===== config.mk =====
export PLATFORM = sky130hd
export DESIGN_NAME = icache
export DESIGN_NICKNAME = d
export VERILOG_FILES = /design/src/rtl/icache.sv
export SDC_FILE = /design/constraint.sdc
export NUM_CORES = 1
export LEC_CHECK = 0
export ABC_CLOCK_PERIOD_IN_PS = 9500
export CORE_UTILIZATION = 45
export CTS_BUF_LIST = sky130_fd_sc_hd__clkbuf_8 sky130_fd_sc_hd__clkbuf_16
export DETAILED_ROUTE_END_ITERATION = 8
export DONT_BUFFER_PORTS = 1
export GPL_ROUTABILITY_DRIVEN = 0
export PLACE_DENSITY = 0.59
export SYNTH_ARGS = -nofsm -noshare
export SYNTH_HDL_FRONTEND = slang
export SYNTH_SLANG_ARGS = --single-unit

===== constraint.sdc =====
create_clock -name CLK -period 9.5 [get_ports CLK]
set_clock_uncertainty 0.15 [all_clocks]
set_input_delay 0.95 -clock CLK [delete_from_list [all_inputs] [get_ports CLK]]
set_output_delay 0.95 -clock CLK [all_outputs]
set_load 0.01 [all_outputs]

===== src/rtl/icache.sv =====
// rtl/icache.sv - direct-mapped read-only instruction cache, one-word frames
// Optional hit/miss counters when ICACHE_STATS_EN is defined.
module icache #(
  parameter int SETS = 16
) (
  input  logic        CLK,
  input  logic        nRST,
  input  logic        imemREN,
  input  logic [31:0] imemaddr,
  input  logic        halt,
  output logic        ihit,
  output logic [31:0] imemload,
  output logic        iREN,
  output logic [31:0] iaddr,
  input  logic        iwait,
  input  logic [31:0] iload
`ifdef ICACHE_STATS_EN
  ,
  output logic [31:0] hit_count,
  output logic [31:0] miss_count
`endif
);

  localparam int IDX_W = $clog2(SETS);
  localparam int TAG_W = 30 - IDX_W;

  localparam logic [0:0] IDLE = 1'b0;
  localparam logic [0:0] MISS = 1'b1;

  logic [0:0]       state;
  logic [SETS-1:0]  valid;
  logic [TAG_W-1:0] tag_q  [SETS];
  logic [31:0]      data_q [SETS];
  logic [29:0]      miss_word;

  logic [IDX_W-1:0] idx;
  logic [IDX_W-1:0] miss_idx;
  logic [TAG_W-1:0] tag;
  logic [TAG_W-1:0] miss_tag;
  logic             hit;
  logic             launch;
  logic             fill;
  logic [1:0]       unused_addr_bits;

  assign idx              = imemaddr[IDX_W+1:2];
  assign tag              = imemaddr[31:IDX_W+2];
  assign unused_addr_bits = imemaddr[1:0];
  assign miss_idx         = miss_word[IDX_W-1:0];
  assign miss_tag         = miss_word[29:IDX_W];

  assign hit    = (state == IDLE) && imemREN && valid[idx] && (tag_q[idx] == tag);
  assign launch = (state == IDLE) && imemREN && !hit && !halt;
  assign fill   = (state == MISS) && !iwait;

  assign ihit     = hit;
  assign imemload = hit ? data_q[idx] : 32'h0;
  assign iREN     = (state == MISS);
  assign iaddr    = iREN ? {miss_word, 2'b00} : 32'h0;

  // A launched miss always runs to completion, whatever the datapath does meanwhile.
  always_ff @(posedge CLK or negedge nRST) begin
    if (!nRST) begin
      state     <= IDLE;
      valid     <= '0;
      miss_word <= '0;
    end else if (launch) begin
      state     <= MISS;
      miss_word <= imemaddr[31:2];
    end else if (fill) begin
      state           <= IDLE;
      valid[miss_idx] <= 1'b1;
    end
  end

  always_ff @(posedge CLK) begin
    if (fill) begin
      tag_q[miss_idx]  <= miss_tag;
      data_q[miss_idx] <= iload;
    end
  end

`ifdef ICACHE_STATS_EN
  always_ff @(posedge CLK or negedge nRST) begin
    if (!nRST) begin
      hit_count  <= '0;
      miss_count <= '0;
    end else begin
      if (hit)    hit_count  <= hit_count + 32'd1;
      if (launch) miss_count <= miss_count + 32'd1;
    end
  end
`endif

endmodule


==> results.toml <==
[grt]
grt_pass1_wl_mm = 125
gr-total-overflow = 0
grt_max_degree = 229
grt_usage_pct = 20.5
antenna_found_initial = 3
grt_pass1_vias = 17800

[detailed_routing]
totalWireLength_mm = 86.1
detail-route-antenna-nets = 0
firstDrtPassIters = 5
drt_iter0_drc = 1510
viasPerCell = 5.90
wire_per_inst_um = 30.0
drcViolationCount = 0
vias = 16900

[placed_design]
post-place-ws_ns = 3.54
hpwlAfterDp_mm = 42.5
portBuffers = 0

[clocking]
cts_sinks = 975
htree_levels = 3
ctsResizeCount = 0
clk_pin_slew_ns = 0.06
clock_latency_ns = 0.65
cts_tree = "yes"
numCtsBuffers = 99
clock_tree.root_cell = "clkbuf_16"
clockBufferDepth = 3

[pwr]
swShare_pct = 20.9
pwr-share-comb_pct = 4.7
peakVddDrop_mv = 0.144
p_int_uw = 7330
power_density_nw_per_um2 = 219
p_clk_share_pct = 40.4
sequentialPowerShare_pct = 54.9
p_leak_uw = 0.0135
switching_power_uw = 1930

[timing]
fmax_ghz = 0.176
fin_crit_ns = 5.69
rsz0062_at_grt = "false"
maxSlewHeadroom_pct = 22.0
fin_hold_ws_ns = 0.0398
final.period_utilization_pct = 59.9
hold_violations = 0
tns_ns = 0
setup_viol = 0
setup_ws_ns = 3.81
slew_viol_final = 0
tightest_slew_ns = 1.17

[critical_path]
critical-path-max-stage-delay_ns = 0.64
path_class = "in -> out"
path_max_fanout = 47
required_ns = 8.40
start_kind = "input port"
arrival_ns = 4.59
end_kind = "output pin"
crit_path_cell_trace = "inv_4 -> buf_4 -> mux2i_1 -> xor2_1 -> a211oi_1 -> and4_1 -> nand4_4 -> nor2b_1"
crit_buf_inv = 2
slowest_stage = "buf_4"
r2r_slack_ns = 4.77
cp_top_family = "simple AND/OR/NAND/NOR gates"

[synth]
synth_area_per_cell_um2 = 23.0
synth_ff_type = "edfxtp_1"
ys_async_sr_fraction_pct = 4.82
syn_inst = 1648
synth_cell_types = 54
yosysWarningCount = 0
synth-seq-area-share_pct = 76.7
syn_area_um2 = 37900
ys_ff_latch = 975
synth_edf_count = 928

[cells_and_area]
drive_gt1_share_pct = 26.6
nets = 1767
fin_util_pct = 50.7
syn2layout_area_growth_pct = 11.7

[die]
row_count = 106
io_pins = 135
die_y_um = 292
initial_utilization_pct = 45.4
die_w_um = 292
core_um2 = 83400
dieArea_um2 = 85300

[outcome]
outcome = "finished clean"

[job]
drv_cap = 0

[min_path]
hold_path_class = "in -> async"
-- flip-flops by register name, indices dropped and copies added, names as in the netlist --
register / count
data_q: 512
tag_q: 416
miss_word: 30
valid: 16
iREN: 1
-- worst register-to-register path, stage by stage, from the launching register on --
cell and delay, ns:
edfxtp_1 0.37, mux4_2 0.46, mux2i_1 0.16, mux2i_1 0.11, xnor2_1 0.33, nand4_1 0.36, nor4_2 0.46, nand4_4 0.71
nand2_2 0.62, buf_4 0.51, mux2_2 0.40
-- metal layers --
metal  part of all wire [%]  GRT usage [%]  vias up
met3                    5.0           3.71      120
met5                      0              0        -
met2                     51           34.2      431
met4                    1.8           4.62        0
li1                       -              -     7032
met1                     43           28.2     9312
-- layout by cell type (no fill, tap or decap), types with 18 or more instances in the layout --
| master | Yosys | routed |
|---|---|---|
| mux2_1 | 21 | 21 |
| buf_4 | 7 | 31 |
| clkinv_1 | 0 | 23 |
| and2_1 | 31 | 31 |
| inv_1 | 4 | 33 |
| mux4_2 | 257 | 257 |
| xnor2_1 | 20 | 20 |
| nor2b_1 | 38 | 38 |
| edfxtp_1 | 928 | 928 |
| clkbuf_16 | 0 | 101 |
| nand2_1 | 18 | 18 |
| mux2i_1 | 70 | 70 |
| dfrtp_1 | 47 | 46 |
-- synth_stat cells, types with 2 or more instances --
cell | instances | area [um^2]
mux2_2 | 2 | 22.5
and2_1 | 31 | 194
buf_1 | 2 | 7.51
buf_12 | 2 | 40.0
a21oi_1 | 6 | 30.0
o21ai_0 | 6 | 30.0
xnor2_1 | 20 | 175
a211oi_1 | 4 | 30.0
nand4_1 | 2 | 12.5
mux2_4 | 8 | 120
dfrtp_1 | 47 | 1180
a221oi_2 | 2 | 30.0
buf_4 | 7 | 52.6
mux2i_1 | 70 | 701
and4_1 | 2 | 17.5
a221o_1 | 3 | 30.0
nand2_1 | 18 | 67.6
nand2b_1 | 6 | 37.5
a31oi_1 | 2 | 12.5
mux2_1 | 21 | 236
nor2_1 | 23 | 86.3
a32oi_1 | 2 | 17.5
buf_2 | 30 | 150
clkbuf_1 | 34 | 128
nand3_1 | 4 | 20.0
a221oi_1 | 4 | 35.0
xor2_1 | 5 | 43.8
o2111ai_1 | 2 | 17.5
nor3b_1 | 2 | 15.0
or2_2 | 16 | 100
nor4_2 | 2 | 25.0
edfxtp_1 | 928 | 27900
nor2b_1 | 38 | 238
mux4_2 | 257 | 5790
nor3_1 | 8 | 40.0
a211o_1 | 2 | 17.5
buf_6 | 8 | 90.1
nand3b_1 | 3 | 22.5
inv_1 | 4 | 15.0
-- cell families (layout without fill, tap and decap cells) --
logic type                count (synthesis)  in the layout  share of synthesized area [%]
AOI/OAI and AO/OA                        41             41                          0.846
buffers and inverters                    89            223                           1.32
xor gates and xnor gates                 25             25                          0.578
DFF                                     975            975                           76.7
and+or+nand+nor                         158            158                           2.38
other                                     1              4                        0.00990
muxes                                   359            359                           18.2
-- power groups by stage --
stage	Clock (uW)	Combinational (uW)	Sequential, uW
finish	3740	434	5090
global route	3950	462	5110
CTS	3800	443	5090
detailed placement	0	435	5180
global placement	0	431	5150
floorplan	0	378	5110
-- per-stage QoR --
| stage | cell area [um^2] | power [uW] | std cells |
|---|---|---|---|
| global route | 42300 | 9520 | 2863 |
| CTS | 42300 | 9330 | 2863 |
| finish | 42300 | 9260 | 2865 |
| global placement | 39100 | 5590 | 2676 |
| floorplan | 37900 | 5490 | 1649 |
| detailed placement | 39100 | 5610 | 2676 |
-- cell type report --
type / instances / area (um^2)
clock buffers: 107 / 2610
flip-flops and latches: 975 / 29000
repair buffers: 32 / 260
diodes: 2 / 5.00
inverters: 5 / 21.3
well taps: 1080 / 1350
clock inverters: 79 / 552
fillers: 6471 / 41100
multi-input cells: 585 / 8460
-- path summary, 6_finish.rpt --
kind,cells after the start,from,to
worst max-delay path,8,imemaddr[5],imemload[18]
max in group asynchronous,1,nRST,valid[6]
worst min-delay path,1,nRST,miss_word[26]
min in group CLK,0,iload[9],data_q[2][9]
worst max register to register,10,tag_q[1][7],miss_word[29]
worst min register to register,1,valid[14],valid[14]
-- timing repair --
action,4_1_cts,5_1_grt
hold buffers,1,0
endpoints found under the hold margin,47,0
buffers inserted,0,0
(Power assumes the default switching activity.)
